[config.mk]
export PLATFORM = sky130hd
export DESIGN_NAME = e203_itcm_icb_bridge
export DESIGN_NICKNAME = d
export VERILOG_FILES = /design/src/rtl/e203_itcm_pkg.sv /design/src/rtl/e203_itcm_rsp_fifo.sv /design/src/rtl/e203_itcm_icb_bridge.sv
export SDC_FILE = /design/constraint.sdc
export NUM_CORES = 1
export LEC_CHECK = 0
export BUFFER_PORTS_ARGS = -buffer_cell sky130_fd_sc_hd__buf_2
export CAP_MARGIN = 20
export CORE_MARGIN = 4
export CORE_UTILIZATION = 32
export CTS_CLUSTER_SIZE = 28
export DETAILED_ROUTE_END_ITERATION = 8
export HOLD_SLACK_MARGIN = 0.15
export PLACE_DENSITY = 0.67
export SLEW_MARGIN = 20
export SYNTH_ARGS = -nofsm -noshare
export SYNTH_HDL_FRONTEND = slang
export SYNTH_SLANG_ARGS = --single-unit
[constraint.sdc]
create_clock -name clk -period 3.3 [get_ports clk]
set_input_delay 0.165 -clock clk [delete_from_list [all_inputs] [get_ports clk]]
set_output_delay 0.165 -clock clk [all_outputs]
set_load 0.005 [all_outputs]
[src/rtl/e203_itcm_pkg.sv]
// Shared ITCM definitions: SRAM geometry, response word layout and power-state encoding.
package e203_itcm_pkg;

  localparam int unsigned AW    = 13;
  localparam int unsigned DW    = 64;
  localparam int unsigned MW    = 8;
  localparam int unsigned RSP_W = 33;

  typedef enum logic [1:0] {
    PWR_ACTIVE = 2'd0,
    PWR_SLEEP  = 2'd1,
    PWR_WAKE   = 2'd2
  } pwr_state_e;

endpackage

[src/rtl/e203_itcm_rsp_fifo.sv]
// Two-entry response FIFO holding {err, rdata} words for the ITCM ICB bridge.
module e203_itcm_rsp_fifo
  import e203_itcm_pkg::*;
(
  input  logic             clk,
  input  logic             rst,
  input  logic             push,
  input  logic [RSP_W-1:0] push_data,
  input  logic             pop,
  output logic [RSP_W-1:0] head_data,
  output logic [1:0]       count
);

  logic [RSP_W-1:0] mem [0:1];
  logic             wr_ptr;
  logic             rd_ptr;

  always_ff @(posedge clk or posedge rst) begin
    if (rst) begin
      wr_ptr <= 1'b0;
      rd_ptr <= 1'b0;
      count  <= '0;
    end else begin
      if (push) wr_ptr <= ~wr_ptr;
      if (pop)  rd_ptr <= ~rd_ptr;
      case ({push, pop})
        2'b10:   count <= count + 2'd1;
        2'b01:   count <= count - 2'd1;
        default: count <= count;
      endcase
    end
  end

  always_ff @(posedge clk) begin
    if (push) mem[wr_ptr] <= push_data;
  end

  assign head_data = mem[rd_ptr];

endmodule

[src/rtl/e203_itcm_icb_bridge.sv]
// ICB to 64-bit ITCM SRAM bridge with in-order responses and idle-driven light sleep.
module e203_itcm_icb_bridge
  import e203_itcm_pkg::*;
#(
  parameter int unsigned IDLE_CNT = 16
) (
  input  logic          clk,
  input  logic          rst,
  input  logic          icb_cmd_valid,
  output logic          icb_cmd_ready,
  input  logic          icb_cmd_read,
  input  logic [15:0]   icb_cmd_addr,
  input  logic [31:0]   icb_cmd_wdata,
  input  logic [3:0]    icb_cmd_wmask,
  output logic          icb_rsp_valid,
  input  logic          icb_rsp_ready,
  output logic [31:0]   icb_rsp_rdata,
  output logic          icb_rsp_err,
  output logic          ram_cs,
  output logic          ram_we,
  output logic [AW-1:0] ram_addr,
  output logic [MW-1:0] ram_wem,
  output logic [DW-1:0] ram_din,
  input  logic [DW-1:0] ram_dout,
  output logic          ram_sd,
  output logic          ram_ds,
  output logic          ram_ls
);

  localparam logic [8:0] IDLE_LIM = 9'(IDLE_CNT);

  pwr_state_e       state;
  logic [7:0]       idle_cnt;
  logic [8:0]       idle_inc;
  logic             idle_now;

  logic             pend_valid;
  logic             pend_ram;
  logic             pend_read;
  logic             pend_lane;
  logic [RSP_W-1:0] pend_rsp;

  logic [1:0]       fifo_count;
  logic [RSP_W-1:0] fifo_head;
  logic             fifo_empty;
  logic             fifo_push;
  logic             fifo_pop;

  logic [1:0]       inflight;
  logic             cmd_fire;
  logic             aligned;

  assign inflight      = fifo_count + {1'b0, pend_valid};
  assign icb_cmd_ready = ~rst & (state == PWR_ACTIVE) & (inflight < 2'd2);
  assign cmd_fire      = icb_cmd_valid & icb_cmd_ready;
  assign aligned       = (icb_cmd_addr[1:0] == 2'b00);

  assign ram_cs   = cmd_fire & aligned;
  assign ram_we   = ~icb_cmd_read;
  assign ram_addr = icb_cmd_addr[15:3];
  assign ram_din  = {2{icb_cmd_wdata}};
  assign ram_wem  = icb_cmd_addr[2] ? {icb_cmd_wmask, 4'b0000} : {4'b0000, icb_cmd_wmask};
  assign ram_sd   = 1'b0;
  assign ram_ds   = 1'b0;

  // One-cycle command stage: SRAM data is only valid the cycle after cs.
  always_ff @(posedge clk or posedge rst) begin
    if (rst) begin
      pend_valid <= 1'b0;
      pend_ram   <= 1'b0;
      pend_read  <= 1'b0;
      pend_lane  <= 1'b0;
    end else begin
      pend_valid <= cmd_fire;
      pend_ram   <= aligned;
      pend_read  <= icb_cmd_read;
      pend_lane  <= icb_cmd_addr[2];
    end
  end

  always_comb begin
    pend_rsp = '0;
    if (!pend_ram)
      pend_rsp = {1'b1, 32'h0};
    else if (pend_read)
      pend_rsp = {1'b0, pend_lane ? ram_dout[63:32] : ram_dout[31:0]};
  end

  // Bypass the FIFO when it is empty; otherwise the stage result queues behind older responses.
  assign fifo_empty    = (fifo_count == 2'd0);
  assign fifo_pop      = ~fifo_empty & icb_rsp_ready;
  assign fifo_push     = pend_valid & ~(fifo_empty & icb_rsp_ready);
  assign icb_rsp_valid = pend_valid | ~fifo_empty;
  assign {icb_rsp_err, icb_rsp_rdata} = fifo_empty ? pend_rsp : fifo_head;

  e203_itcm_rsp_fifo u_rsp_fifo (
    .clk       (clk),
    .rst       (rst),
    .push      (fifo_push),
    .push_data (pend_rsp),
    .pop       (fifo_pop),
    .head_data (fifo_head),
    .count     (fifo_count)
  );

  assign idle_now = ~icb_cmd_valid & (inflight == 2'd0);
  assign idle_inc = {1'b0, idle_cnt} + 9'd1;

  // Sleep is entered on the edge where the idle count reaches the limit.
  always_ff @(posedge clk or posedge rst) begin
    if (rst) begin
      state    <= PWR_ACTIVE;
      idle_cnt <= '0;
      ram_ls   <= 1'b0;
    end else begin
      case (state)
        PWR_ACTIVE: begin
          if (!idle_now) begin
            idle_cnt <= '0;
          end else if (idle_inc >= IDLE_LIM) begin
            idle_cnt <= IDLE_LIM[7:0];
            state    <= PWR_SLEEP;
            ram_ls   <= 1'b1;
          end else begin
            idle_cnt <= idle_inc[7:0];
          end
        end
        PWR_SLEEP: begin
          if (icb_cmd_valid) begin
            state  <= PWR_WAKE;
            ram_ls <= 1'b0;
          end
        end
        PWR_WAKE: begin
          state    <= PWR_ACTIVE;
          idle_cnt <= '0;
          ram_ls   <= 1'b0;
        end
        default: begin
          state    <= PWR_ACTIVE;
          idle_cnt <= '0;
          ram_ls   <= 1'b0;
        end
      endcase
    end
  end

endmodule

# Yosys cells after proc, flatten, opt, wreduce, memory -nomap -nowiden
# Memories as Yosys holds them, arrays and structs flattened.
# Index checks and enable logic that the tools add are counted.
# classes
addsub	4
multipliers	0
div_mod_pow	0
n_lt_le_gt_ge	2
n_eq_ne	6
shifts	0
muxes	19
n_bitwise	16
n_reduce_logical	6
# op_table
cell	count
$mux 33	2
$mux 32	2
$mux 8	3
$pmux 8 s2	1
$add 8x1->9 const B	1
$ge 9x5->1 const B	1
$and 1x1->1	8
$logic_not 2->1	4
$pmux 2 s2	2
$not 1->1	7
$mux 2	3
$mux 1	5
$eq 2x1->1 const B	2
$ne 2x2->1 const B	2
$reduce_and 3->1	1
$add 2x1->2	1
$add 2x1->2 const B	1
$eq 2x2->1 const B	1
$lt 2x2->1 const B	1
$ne 2x1->1 const B	1
$pmux 1 s2	1
$reduce_bool 2->1	1
$sub 2x1->2 const B	1
$or 1x1->1	1
# totals
regBits	19
latchBits	0
ramBits	66
mem_bits_ro	0
input_bits	121
out_inout_bits	125
word_cells	64
n_memories	1
# memory_table
name	words	width	rd	rd_clocked_by_memory_dff	write_ports	line_no	rtl
u_rsp_fifo.mem	2	33	1	0	1	e203_itcm_rsp_fifo.sv:14	logic [RSP_W-1:0] mem [0:1];

# Logic depth before layout (Yosys ltp)
# Gate-level depths: netlist (run 1).
# depth
depth_word	6
depth_mapped	8

# By module
# From an unflattened synthesis (run 1), not the netlist that was laid out.
# hier_totals
cells_unflattened	381
hier_area_um2	4951.0
# modules_own_cells
mod	n_inst	cells_per_inst	area_each_um2
e203_itcm_rsp_fifo	1	118	2711.4
e203_itcm_icb_bridge	1	263	2239.6

# Least setup slack after synthesis (run 1)
# Ideal clock, no wire load.
# synth_timing
path_kind	reg2reg
start	register u_rsp_fifo.count[0]
end	memory u_rsp_fifo.mem[0][0], enable pin
arrival_time_ns	2.232
path_slack_ns	0.645
path_stages_with_launch	6
path_buffers	1
cell_sequence	dfrtp_1 -> nor2_1 -> buf_4 -> nand2_1 -> nand2_1 -> nor2_1
# synth_between
elab_chain_len	6
# synth_lines
item	line_no	rtl
start: declaration	e203_itcm_rsp_fifo.sv:11	output logic [1:0] count
start signal: assignment	e203_itcm_rsp_fifo.sv:27	2'b10: count <= count + 2'd1;
start signal: assignment	e203_itcm_rsp_fifo.sv:28	2'b01: count <= count - 2'd1;
start signal: assignment	e203_itcm_rsp_fifo.sv:29	default: count <= count;
$logic_not 2->1	e203_itcm_icb_bridge.sv:90	assign fifo_empty = (fifo_count == 2'd0);
$and 1x1->1	e203_itcm_icb_bridge.sv:92	assign fifo_push = pend_valid & ~(fifo_empty & icb_rsp_ready);
$not 1->1	e203_itcm_icb_bridge.sv:92	
$and 1x1->1	e203_itcm_icb_bridge.sv:92	
$mux 1	e203_itcm_rsp_fifo.sv:35	if (push) mem[wr_ptr] <= push_data;
$mux 1 (implied by the code)	e203_itcm_rsp_fifo.sv:35	
end: declaration	e203_itcm_rsp_fifo.sv:14	
# No other way between the ends.

# Worst setup path in the final report (run 1)
# layout_timing
start	register pend_lane
end	output icb_rsp_rdata[17]
# layout_between
elab_chain_len	4
# layout_lines
item	line_no	rtl
start: declaration	e203_itcm_icb_bridge.sv:40	logic pend_lane;
start signal: assignment	e203_itcm_icb_bridge.sv:77	pend_lane <= icb_cmd_addr[2];
$mux 32	e203_itcm_icb_bridge.sv:86	pend_rsp = {1'b0, pend_lane ? ram_dout[63:32] : ram_dout[31:0]};
$mux 32	e203_itcm_icb_bridge.sv:85	else if (pend_read)
$mux 33	e203_itcm_icb_bridge.sv:83	if (!pend_ram)
via pend_rsp[17]	e203_itcm_icb_bridge.sv:41	logic [RSP_W-1:0] pend_rsp;
$mux 33	e203_itcm_icb_bridge.sv:94	assign {icb_rsp_err, icb_rsp_rdata} = fifo_empty ? pend_rsp : fifo_head;
end: declaration	e203_itcm_icb_bridge.sv:17	output logic [31:0] icb_rsp_rdata,
# The timed path passes the listed nets, and every way through them passes these cells.

==> results of run 1 <==
## path summary, 6_finish.rpt
check	end	start
max	icb_rsp_rdata[17]	pend_lane
min	u_rsp_fifo.mem[0][28]	ram_dout[28]
max reg2reg	u_rsp_fifo.count[1]	u_rsp_fifo.count[0]
min reg2reg	idle_cnt[6]	idle_cnt[6]
max in group asynchronous	pend_lane	rst
min in group asynchronous	pend_valid	rst
## layout make-up
cell class	instances	area (um^2)	share of cell area (%)
Clock buffer	13	272	5.32
Clock inverter	3	16.3	0.319
Inverter	4	15.0	0.294
Multi-Input combinational cell	222	1470	28.8
Sequential cell	84	2430	47.7
Tap cell	180	225	4.41
Timing Repair Buffer	128	673	13.2
## state kept, by name (all words and copies together) (netlist names)
signal	flops
pend_ram	1
pend_valid	1
u_rsp_fifo.count	2
u_rsp_fifo.rd_ptr	1
state	2
pend_read	1
u_rsp_fifo.mem	66
pend_lane	1
idle_cnt	8
u_rsp_fifo.wr_ptr	1
## synthesized netlist by cell type, drive strengths merged (5+ instances only)
master / number
o21ai: 35
nor2b: 8
clkbuf: 7
and2: 10
nor2: 36
mux2i: 64
edfxtp: 66
nand2: 38
dfrtp: 18
buf: 91
xor2: 5
## metrics by stage
stage / total power, W / utilization, % / worst slack, ps
final: 0.00334 / 36.6 / 1020
after global routing: 0.00359 / 36.6 / 785
after CTS: 0.00342 / 36.6 / 904
after detailed placement: 0.00245 / 34.1 / 1270
after global placement: 0.00242 / 34.1 / 1270
after floorplan: 0.00210 / - / 645
## where the power goes
group	switching (W)	internal, W	total, W
sequential	0.000186	0.00128	0.00146
combinational	0.000470	0.000461	0.000931
clock	0.000370	0.000575	0.000944
## worst reg2reg max path: stages, from the launching register on
cell and delay [ps]:
sky130_fd_sc_hd__dfrtp_1 460, sky130_fd_sc_hd__nor2_4 140, sky130_fd_sc_hd__buf_4 470, sky130_fd_sc_hd__nor2b_1 170, sky130_fd_sc_hd__ha_1 340, sky130_fd_sc_hd__nor2_1 140, sky130_fd_sc_hd__xor2_1 170
## per-layer routing
layer  share of wire, %  GRT usage [%]  vias to the layer above
li1                   -              -                     1413
met1                 40           12.5                     1335
met2                 50           18.7                      103
met3                8.6           4.21                       20
met4                1.2           3.37                        0
met5                  0              0                        -
## kinds of logic after synthesis
logic type | after synthesis | synth area share (%)
AND/OR/NAND/NOR | 101 | 9.72
adder cells (fa/ha/maj) | 4 | 1.09
other | 1 | 0.0818
multiplexers | 64 | 14.0
XOR/XNOR | 8 | 1.53
buffers and inverters | 102 | 15.4
AO/OA/AOI/OAI | 43 | 5.13
flip-flops | 84 | 53.1
==> impl_results.md, run 1 <==
- Count of flip-flops with a built-in enable after synthesis: 66
- Unrepaired setup endpoints after global routing: no
- Post-route fraction of the period consumed by the critical path: 69.2%
- Slew at the pin closest to its max-slew limit: 1070 ps
- Layout cell share with drive strength beyond 1: 31.1%
- Critical path's top delay family: flip-flops
- Final weighted congestion in routability-driven placement: 0.707
- Effective utilization at floorplan: 32.9%
- GRT Residual Overflow: 0
- Worst hold-check slack: 247 ps
- Number of max-slew violations in the final report: 0
- Filler Cells Inserted: 1380
- Post-route DRC: 0
- Total cell area at the placement stage: 0.00476 mm^2
- Startpoint types: flop
- Maximum Capacitance Violations: 0
- Die footprint: 0.0163 mm^2
- Core Rows: 43
- Endpoint type of the worst setup path: output port
- Cell area after layout: 0.00510 mm^2
- Classification of the worst setup path: flop to output port
- Die X: 128 um
- Die Y-Extent: around 130 um
- Total Neg Setup Slack: 0 ps
- Crit Path Max Fanout: 32
- Number of global-route vias before repair: 3024
- Via density per instance: 4.53
- Count of pins on the block boundary: roughly 250
- Static leakage: 2.22 nW
- Wire length per cell after detailed routing: 14.0 um
- Synthesized area: roughly 0.0046 mm^2
- Post-Synthesis Mean Instance Area: 11.3 um^2
- Sequential share of the synthesized area: 53.1%
- Core area: 0.0139 mm^2
- H-tree Lvls: 3
- Arrival time of data at the critical path endpoint: 2120 ps
- R2R depth: 6
- 1st-pass router iterations: 4
- Number of buffer and inverter stages on the critical path: 1
- Detail Route Antenna Nets: 0
- Most frequent cells in the layout: sky130_fd_sc_hd__buf_2 (121), sky130_fd_sc_hd__edfxtp_1 (66), sky130_fd_sc_hd__mux2i_1 (64)
- Wire length of the first global-routing pass: roughly 14000 um
- Slew Limit Headroom: 28.5%
- Final net count: 574
- Insertion delay of the later-clocked pin in the worst-skew pair: 320 ps
- Clock Pin Slew Worst Setup and Hold Paths: roughly 60 ps
- Post-CTS Setup Inserts: 0
- Status: completed
- Worst IR Drop VDD: 0.400 mV
- Critical Path Stages: 5
- Slowest-stage cell, CP: sky130_fd_sc_hd__dfrtp_2
- Final Skew: roughly 3.9 ps
- Most area-hungry cell type in the Yosys netlist: sky130_fd_sc_hd__edfxtp_1
- Worst Hold Depth: 3
- Maximum clock frequency: 438 MHz
- Count of mapped cells out of synthesis: 407
- Root buffer selected by CTS: sky130_fd_sc_hd__clkbuf_16
- Initial antenna violation count: 0
- Total CTS buffers: 9
- Number of violations reported at the end of detailed-routing iteration 0: 135
- Number of buffers on the longest clock path: 2
- Synth top area share: 43.2%
- Leading post-synthesis cells by cell area: sky130_fd_sc_hd__edfxtp_1 (43%), sky130_fd_sc_hd__mux2i_1 (14%), sky130_fd_sc_hd__buf_4 (14%)
- Detailed-route via count: 2871
- Fraction of registers with async set or reset after synthesis: 21.4%
- Most common cell after layout, fill and taps aside: sky130_fd_sc_hd__buf_2
- Delay of the slowest critical-path stage: 990 ps
- Overall routing resource usage: between 10% and 20%
- Setup violation total in the final timing report: 0
- Final critical-path required period: ~2300 ps
- Post-DP HPWL: roughly 6000 um
- Hold/Removal Path Class: primary input to flop
- Number of gates given a new drive strength after cts: 0
- Library cells used by synthesis: 28
- Number of synthesized register bits: 84
- Number of antenna diodes: 0
- Clock sink count: 84
- Number of port buffers: 121
- Final Routed Wirelength: between 8000 and 9000 um
- Layout-stage area growth over the synthesis result: 11.3%
- Yosys Warn Count: 0
- Hold buffer count at cts: 6
- Count of placed standard cells in the final layout, fillers left out: 634
- Pin count of the biggest net entering global routing: about 70
- Critical path, cell by cell: mux2i_1, nor2_1, nand2_1, o21ai_0, buf_2
- Internal reg-to-reg setup slack: 1340 ps
- Power density cells: 654 mW/mm^2
- Total instance count after detailed placement: 612
- CTS tree: done
- Hold Violations, Final: 0
- Ys flop type: sky130_fd_sc_hd__edfxtp_1
- Worst EP required: 3130 ps
Note: power is estimated with default switching activity, not from simulation.
==> inputs of run 2 (changes only) <==
--- a/config.mk
+++ b/config.mk
@@ -5,6 +5,7 @@
 export SDC_FILE = /design/constraint.sdc
 export NUM_CORES = 1
 export LEC_CHECK = 0
+export ABC_AREA = 1
 export BUFFER_PORTS_ARGS = -buffer_cell sky130_fd_sc_hd__buf_2
 export CAP_MARGIN = 20
 export CORE_MARGIN = 4
@@ -12,7 +13,7 @@
 export CTS_CLUSTER_SIZE = 28
 export DETAILED_ROUTE_END_ITERATION = 8
 export HOLD_SLACK_MARGIN = 0.15
-export PLACE_DENSITY = 0.67
+export PLACE_DENSITY = 0.66
 export SLEW_MARGIN = 20
 export SYNTH_ARGS = -nofsm -noshare
 export SYNTH_HDL_FRONTEND = slang
==> constraint.sdc (replaced) <==
create_clock -name clk -period 2.2 [get_ports clk]
set_input_delay 0.11 -clock clk [delete_from_list [all_inputs] [get_ports clk]]
set_output_delay 0.11 -clock clk [all_outputs]
set_load 0.005 [all_outputs]
==> impl_results.md, run 2 <==
- Status: completed
- Worst Hold Depth: 4
- Critical path, cell by cell: nor2_2, inv_2, buf_6, o211ai_1, o21ai_1, buf_2
- Critical path's top delay family: buffers and inverters
- Overall routing resource usage: 12.0%
- Sequential share of the synthesized area: about half
- Clock sink count: 84
- Startpoint types: flop
- H-tree Lvls: 3
- Count of pins on the block boundary: between 200 and 250
- Unrepaired setup endpoints after global routing: no
- Clock Pin Slew Worst Setup and Hold Paths: 60 ps
- Hold Violations, Final: 0
- Count of flip-flops with a built-in enable after synthesis: 66
- Flip-flop count of the largest register, all copies and words added: 66
- GRT Residual Overflow: 0
- Crit Path Max Fanout: 65
- Layout cell share with drive strength beyond 1: 28.8%
- Number of global-route vias before repair: 3449
- Setup violation total in the final timing report: 0
- Register bank with the most flops: u_rsp_fifo.mem
- Synthesized area: 0.00497 mm^2
- Endpoint type of the worst setup path: output port
- Internal reg-to-reg setup slack: roughly 350 ps
- Initial antenna violation count: 1
- Arrival time of data at the critical path endpoint: 1780 ps
- Core occupancy in the finished layout: 37.0%
- Total CTS buffers: 9
- Worst EP required: roughly 2100 ps
- Final net count: between 700 and 800
- Wire length per cell after detailed routing: between 10 and 15 um
- Detailed-route via count: roughly 3500
- Classification of the worst setup path: flop to output port
- Effective utilization at floorplan: 32.7%
- Ys flop type: sky130_fd_sc_hd__edfxtp_1
- Switching pwr: 0.00173 W
- Clock share of power: 27.0%
- R2R depth: 4
- Wire length of the first global-routing pass: 16800 um
- Pint: 0.00358 W
- Most area-hungry cell type in the Yosys netlist: sky130_fd_sc_hd__edfxtp_1
- Layout-stage area growth over the synthesis result: 13.3%
- Switching share of power: between 30% and 40%
- Seq pwr share: a little under two fifths
- Number of buffer and inverter stages on the critical path: 3
- Final Worst Setup Slack: 313 ps
- Most frequent cells in the layout: sky130_fd_sc_hd__buf_2 (121), sky130_fd_sc_hd__nand2_1 (90), sky130_fd_sc_hd__inv_1 (89)
- Post-route DRC: 0
- Number of port buffers: 121
- CTS tree: done
- Number of violations reported at the end of detailed-routing iteration 0: between 150 and 200
- Hold/Removal Path Class: primary input to flop
- Reg-to-Reg End: u_rsp_fifo.mem[0][9]
- 1st-pass router iterations: 4
- Final weighted congestion in routability-driven placement: 0.737
- Final Routed Wirelength: 10400 um
- Most common cell after layout, fill and taps aside: sky130_fd_sc_hd__buf_2
- Number of max-slew violations in the final report: 0
- Die X: approximately 130 um
- Count of mapped cells out of synthesis: 574
- Fraction of registers with async set or reset after synthesis: 21.4%
- Maximum clock frequency: 530 MHz
- Start of the worst register-to-register path: u_rsp_fifo.count[0]
- Synth top area share: 39.9%
- Yosys Warn Count: 0
- Most repeated cell in the gate-level netlist after synthesis: sky130_fd_sc_hd__nand2_1
- Detail Route Antenna Nets: 0
- Worst setup path endpoint: icb_rsp_rdata[24]
- Via density per instance: 4.32
- Slew at the pin closest to its max-slew limit: 1000 ps
- Most frequent cells after synthesis: sky130_fd_sc_hd__nand2_1 (90), sky130_fd_sc_hd__inv_1 (89), sky130_fd_sc_hd__buf_4 (84)
- Core Rows: 45
- Top Registers: u_rsp_fifo.mem: 66 flops, idle_cnt: 8 flops
- Die footprint: 0.0176 mm^2
- Root buffer selected by CTS: sky130_fd_sc_hd__clkbuf_16
- Final Skew: 5.18 ps
- Power density cells: 943 mW/mm^2
- Insertion delay of the later-clocked pin in the worst-skew pair: around 330 ps
- Leading post-synthesis cells by cell area: sky130_fd_sc_hd__edfxtp_1 (40%), sky130_fd_sc_hd__buf_4 (13%), sky130_fd_sc_hd__dfrtp_1 (9.1%)
- Maximum Capacitance Violations: 0
- Slowest-stage cell, CP: sky130_fd_sc_hd__dfrtp_1
- Number of antenna diodes: 0
- Post-Synthesis Mean Instance Area: 8.65 um^2
- Number of synthesized register bits: 84
- Logic pwr share: 35.0%
- Critical Path Stages: 6
- Placement Setup Slack: ~280 ps
- Delay of the slowest critical-path stage: 420 ps
- Worst IR Drop VDD: between 0.4 and 0.5 mV
- Core area: 0.0152 mm^2
- Post-route fraction of the period consumed by the critical path: 85.8%
- Pin count of the biggest net entering global routing: 66
- Library cells used by synthesis: 28
- Die Y-Extent: 133 um
- First element of the critical path: u_rsp_fifo.count[0]
- Post-DP HPWL: 7170 um
- Slew Limit Headroom: 32.9%
- Number of buffers on the longest clock path: 2
- Static leakage: 2.73 nW
- Final critical-path required period: 1890 ps
[run 2: changes by cell type after synthesis, sizes merged, moves of 5 or more]
cell,change
nor2,+45
clkbuf,+5
or2,+33
nand2,+52
o211ai,+32
and2,-10
nand4,+6
mux2i,-63
nor2b,-8
inv,+86
[run 2: layout make-up]
class,instances,area (um^2)
timing repair buffer,146,852
clock buffer,10,229
tap,188,235
clock inverter,5,53.8
inverter,90,338
fill,1533,9580
multi-input combinational,297,1490
sequential,84,2430
[run 2: power groups by stage]
stage               logic, W  clock network [W]  registers [W]
floorplan            0.00131                  0        0.00201
global placement     0.00187                  0        0.00204
detailed placement   0.00189                  0        0.00205
CTS                  0.00192            0.00148        0.00201
global route         0.00213            0.00157        0.00204
finish               0.00186            0.00144        0.00201
[run 2: repair_timing]
| action | 4_1_cts | 5_1_grt |
|---|---|---|
| resized for setup | 0 | 1 |
| buffers inserted | 0 | 0 |
| endpoints found under the setup margin | 0 | 12 |
| hold endpoints to repair | 46 | 0 |
| hold buffers | 17 | 0 |
[run 2: through the flow]
step,hold slack (ps),std cells,power (W),cell area [um^2],setup TNS (ps)
floorplan,48.6,575,0.00332,4970,-23740
global placement,220,788,0.00391,5170,0
detailed placement,220,788,0.00393,5170,0
CTS,152,820,0.00542,5620,0
global route,168,820,0.00574,5630,0
finish,169,820,0.00531,5630,0
[run 2: how the worst min path moves through the flow]
stage / from / to / slack (ps)
finish: ram_dout[50] / u_rsp_fifo.mem[0][18] / 170
global route: ram_dout[50] / u_rsp_fifo.mem[0][18] / 170
CTS: ram_dout[45] / u_rsp_fifo.mem[1][13] / 150
detailed placement: icb_cmd_addr[13] / ram_addr[10] / 220
global placement: icb_cmd_addr[13] / ram_addr[10] / 220
floorplan: rst / idle_cnt[0] / 50
[run 2: logic make-up (layout without fill, tap and decap cells)]
kind of cell / Yosys count / count (layout) / share of synthesized area [%]
and+or+nand+nor: 214 / 214 / 18.3
buffers and inverters: 194 / 251 / 21.5
DFF: 84 / 84 / 49.0
xor gates and xnor gates: 5 / 5 / 0.882
adders and majority gates: 4 / 4 / 1.01
AOI/OAI and AO/OA: 71 / 71 / 9.07
muxes: 1 / 1 / 0.202
other: 1 / 2 / 0.0755
[run 2: worst min-delay path, cell delays in order]
cell	delay (ps)
sky130_fd_sc_hd__buf_2	70
sky130_fd_sc_hd__or2_2	90
sky130_fd_sc_hd__nand2_1	50
sky130_fd_sc_hd__inv_1	70
[run 2: metal layers]
| metal | global-route usage (%) | share of wire, % | up-vias | routed length [um] |
|---|---|---|---|---|
| li1 | - | - | 1835 | - |
| met2 | 19.3 | 48 | 129 | 5020 |
| met1 | 14.7 | 44 | 1561 | 4560 |
| met5 | 0 | 0.067 | - | 7 |
| met3 | 5.40 | 7.3 | 12 | 761 |
| met4 | 3.23 | 0.95 | 2 | 99 |
==> inputs of run 3 (changes only) <==
--- a/config.mk
+++ b/config.mk
@@ -14,6 +14,7 @@
 export DETAILED_ROUTE_END_ITERATION = 8
 export HOLD_SLACK_MARGIN = 0.15
 export PLACE_DENSITY = 0.66
+export SETUP_SLACK_MARGIN = 0.2
 export SLEW_MARGIN = 20
 export SYNTH_ARGS = -nofsm -noshare
 export SYNTH_HDL_FRONTEND = slang
==> constraint.sdc (replaced) <==
create_clock -name clk -period 2.4 [get_ports clk]
set_input_delay 0.12 -clock clk [delete_from_list [all_inputs] [get_ports clk]]
set_output_delay 0.12 -clock clk [all_outputs]
set_load 0.005 [all_outputs]
==> impl_results.md, run 3 (synthesis results as in run 2) <==
- Most common cell after layout, fill and taps aside: sky130_fd_sc_hd__buf_2
- Classification of the worst setup path: flop to output port
- Final Worst Setup Slack: 479 ps
- Status: completed
- Detail Route Antenna Nets: 0
- R2R depth: 4
- Endpoint type of the worst setup path: output port
- H-tree Lvls: 3
- Arrival time of data at the critical path endpoint: 1800 ps
- Die Y-Extent: roughly 130 um
- Number of violations reported at the end of detailed-routing iteration 0: 81
- Final critical-path required period: 1920 ps
- Root buffer selected by CTS: sky130_fd_sc_hd__clkbuf_16
- Number of antenna diodes: 0
- Top Registers: u_rsp_fifo.mem: 66 flops, idle_cnt: 8 flops
- Overall routing resource usage: 11.6%
- Wire length per cell after detailed routing: 12.3 um
- CTS tree: done
- Flip-flop count of the largest register, all copies and words added: 66
- Initial antenna violation count: 1
- Post-CTS Setup Inserts: 0
- Setup violation total in the final timing report: 0
- Post-route fraction of the period consumed by the critical path: 80.0%
- Wire length of the first global-routing pass: between 15000 and 20000 um
- Total area of multi-input combinational cells: 0.00149 mm^2
- GRT Residual Overflow: 0
- Detailed-route via count: 3450
- Core Rows: 45
- Worst Hold Path EP: u_rsp_fifo.mem[0][16]
- Pin count of the biggest net entering global routing: 66
- Filler Cells Inserted: 1548
- Hold Violations, Final: 0
- Worst EP required: 2280 ps
- Placement Setup Slack: 492 ps
- Core occupancy in the finished layout: 36.5%
- Hold wc startpoint: ram_dout[48]
- Hold/Removal Path Class: primary input to flop
- 1st-pass router iterations: 4
- Register bank with the most flops: u_rsp_fifo.mem
- Reg-to-Reg End: u_rsp_fifo.mem[0][17]
- Power consumption: 0.00479 W
- Number of max-slew violations in the final report: 0
- Slew at the pin closest to its max-slew limit: 988 ps
- Crit Path Max Fanout: 24
- Final Routed Wirelength: between 10000 and 15000 um
- Startpoint types: flop
- Insertion delay of the later-clocked pin in the worst-skew pair: 330 ps
- Power density cells: 863 mW/mm^2
- Total CTS buffers: 9
- Static leakage: 2.71 nW
- Core area: 0.0152 mm^2
- Number of global-route vias before repair: 3275
- Layout-stage area growth over the synthesis result: 11.7%
- Maximum Capacitance Violations: 0
- Worst Hold Depth: 4
- Final weighted congestion in routability-driven placement: approximately 0.75
- Total instance count after detailed placement: between 700 and 800
- Die footprint: 0.0176 mm^2
- Maximum clock frequency: 521 MHz
- Unrepaired setup endpoints after global routing: no
- Internal reg-to-reg setup slack: between 500 and 600 ps
- Number of buffers on the longest clock path: 2
- Start of the worst register-to-register path: u_rsp_fifo.count[0]
- Count of pins on the block boundary: between 200 and 250
- Via density per instance: 4.24
- Worst IR Drop VDD: 0.624 mV
- Most frequent cells in the layout: sky130_fd_sc_hd__buf_2 (121), sky130_fd_sc_hd__nand2_1 (90), sky130_fd_sc_hd__inv_1 (89)
- Number of port buffers: 121
- Post-route DRC: 0
- Effective utilization at floorplan: about a third
- Clock Pin Slew Worst Setup and Hold Paths: 60 ps
- Final Skew: 5.31 ps
- Worst hold-check slack: 168 ps
- Clock sink count: 84
- Layout cell share with drive strength beyond 1: 29.0%
- Final net count: ~750
- Footprint of the flip-flops and latches: about 0.0024 mm^2
- Post-DP HPWL: 7150 um
- Die X: approximately 130 um
- Slew Limit Headroom: 34.0%
- Count of placed standard cells in the final layout, fillers left out: 813
run 3: area by class of cell:
| class | instances | area share (%) |
|---|---|---|
| repair buffers | 138 | 13.9 |
| clock buffers | 10 | 4.13 |
| clock inverters | 6 | 0.992 |
| inverters | 90 | 6.09 |
| multi-input cells | 297 | 26.8 |
| well taps | 188 | 4.24 |
| flip-flops and latches | 84 | 43.9 |
run 3: worst max path at each step:
stage / end / from / depth (start not counted) / slack [ps]
floorplan: u_rsp_fifo.mem[0][0] / u_rsp_fifo.count[0] / 5 / -160
global placement: u_rsp_fifo.mem[0][9] / u_rsp_fifo.count[0] / 4 / 540
detailed placement: u_rsp_fifo.mem[0][2] / u_rsp_fifo.count[0] / 4 / 490
CTS: icb_rsp_rdata[0] / u_rsp_fifo.count[0] / 6 / 300
global route: icb_rsp_rdata[29] / pend_ram / 6 / 230
finish: icb_rsp_rdata[22] / pend_ram / 6 / 480
run 3: through the flow:
| step | TNS [ps] | area, um^2 |
|---|---|---|
| after floorplan | -10540 | 4970 |
| after global placement | 0 | 5170 |
| after detailed placement | 0 | 5170 |
| after CTS | 0 | 5540 |
| after global routing | 0 | 5550 |
| final | 0 | 5550 |
run 3: critical path: stages (launching register included):
cell and delay, ps:
sky130_fd_sc_hd__dfrtp_1 370, sky130_fd_sc_hd__nand2_1 280, sky130_fd_sc_hd__buf_12 280, sky130_fd_sc_hd__nor2_1 100, sky130_fd_sc_hd__nand2_1 120, sky130_fd_sc_hd__o21ai_1 180, sky130_fd_sc_hd__buf_2 140
run 3: timing repair:
action / in CTS / in global routing
endpoints found under the hold margin: 30 / 0
setup endpoints to repair: 0 / 9
hold buffers: 9 / 0
gates resized for setup: 0 / 1
run 3: power by group:
group	internal [W]	switching, W
registers	0.00175	0.0000768
logic	0.000702	0.000966
clock network	0.000794	0.000497
run 3: metal layers:
metal	track usage [%]	vias to the layer above	part of all wire (%)
met1	14.5	1490	45
met4	2.77	2	0.81
met2	18.0	131	46
met3	5.89	7	7.9
li1	-	1820	-
met5	0	-	0.10
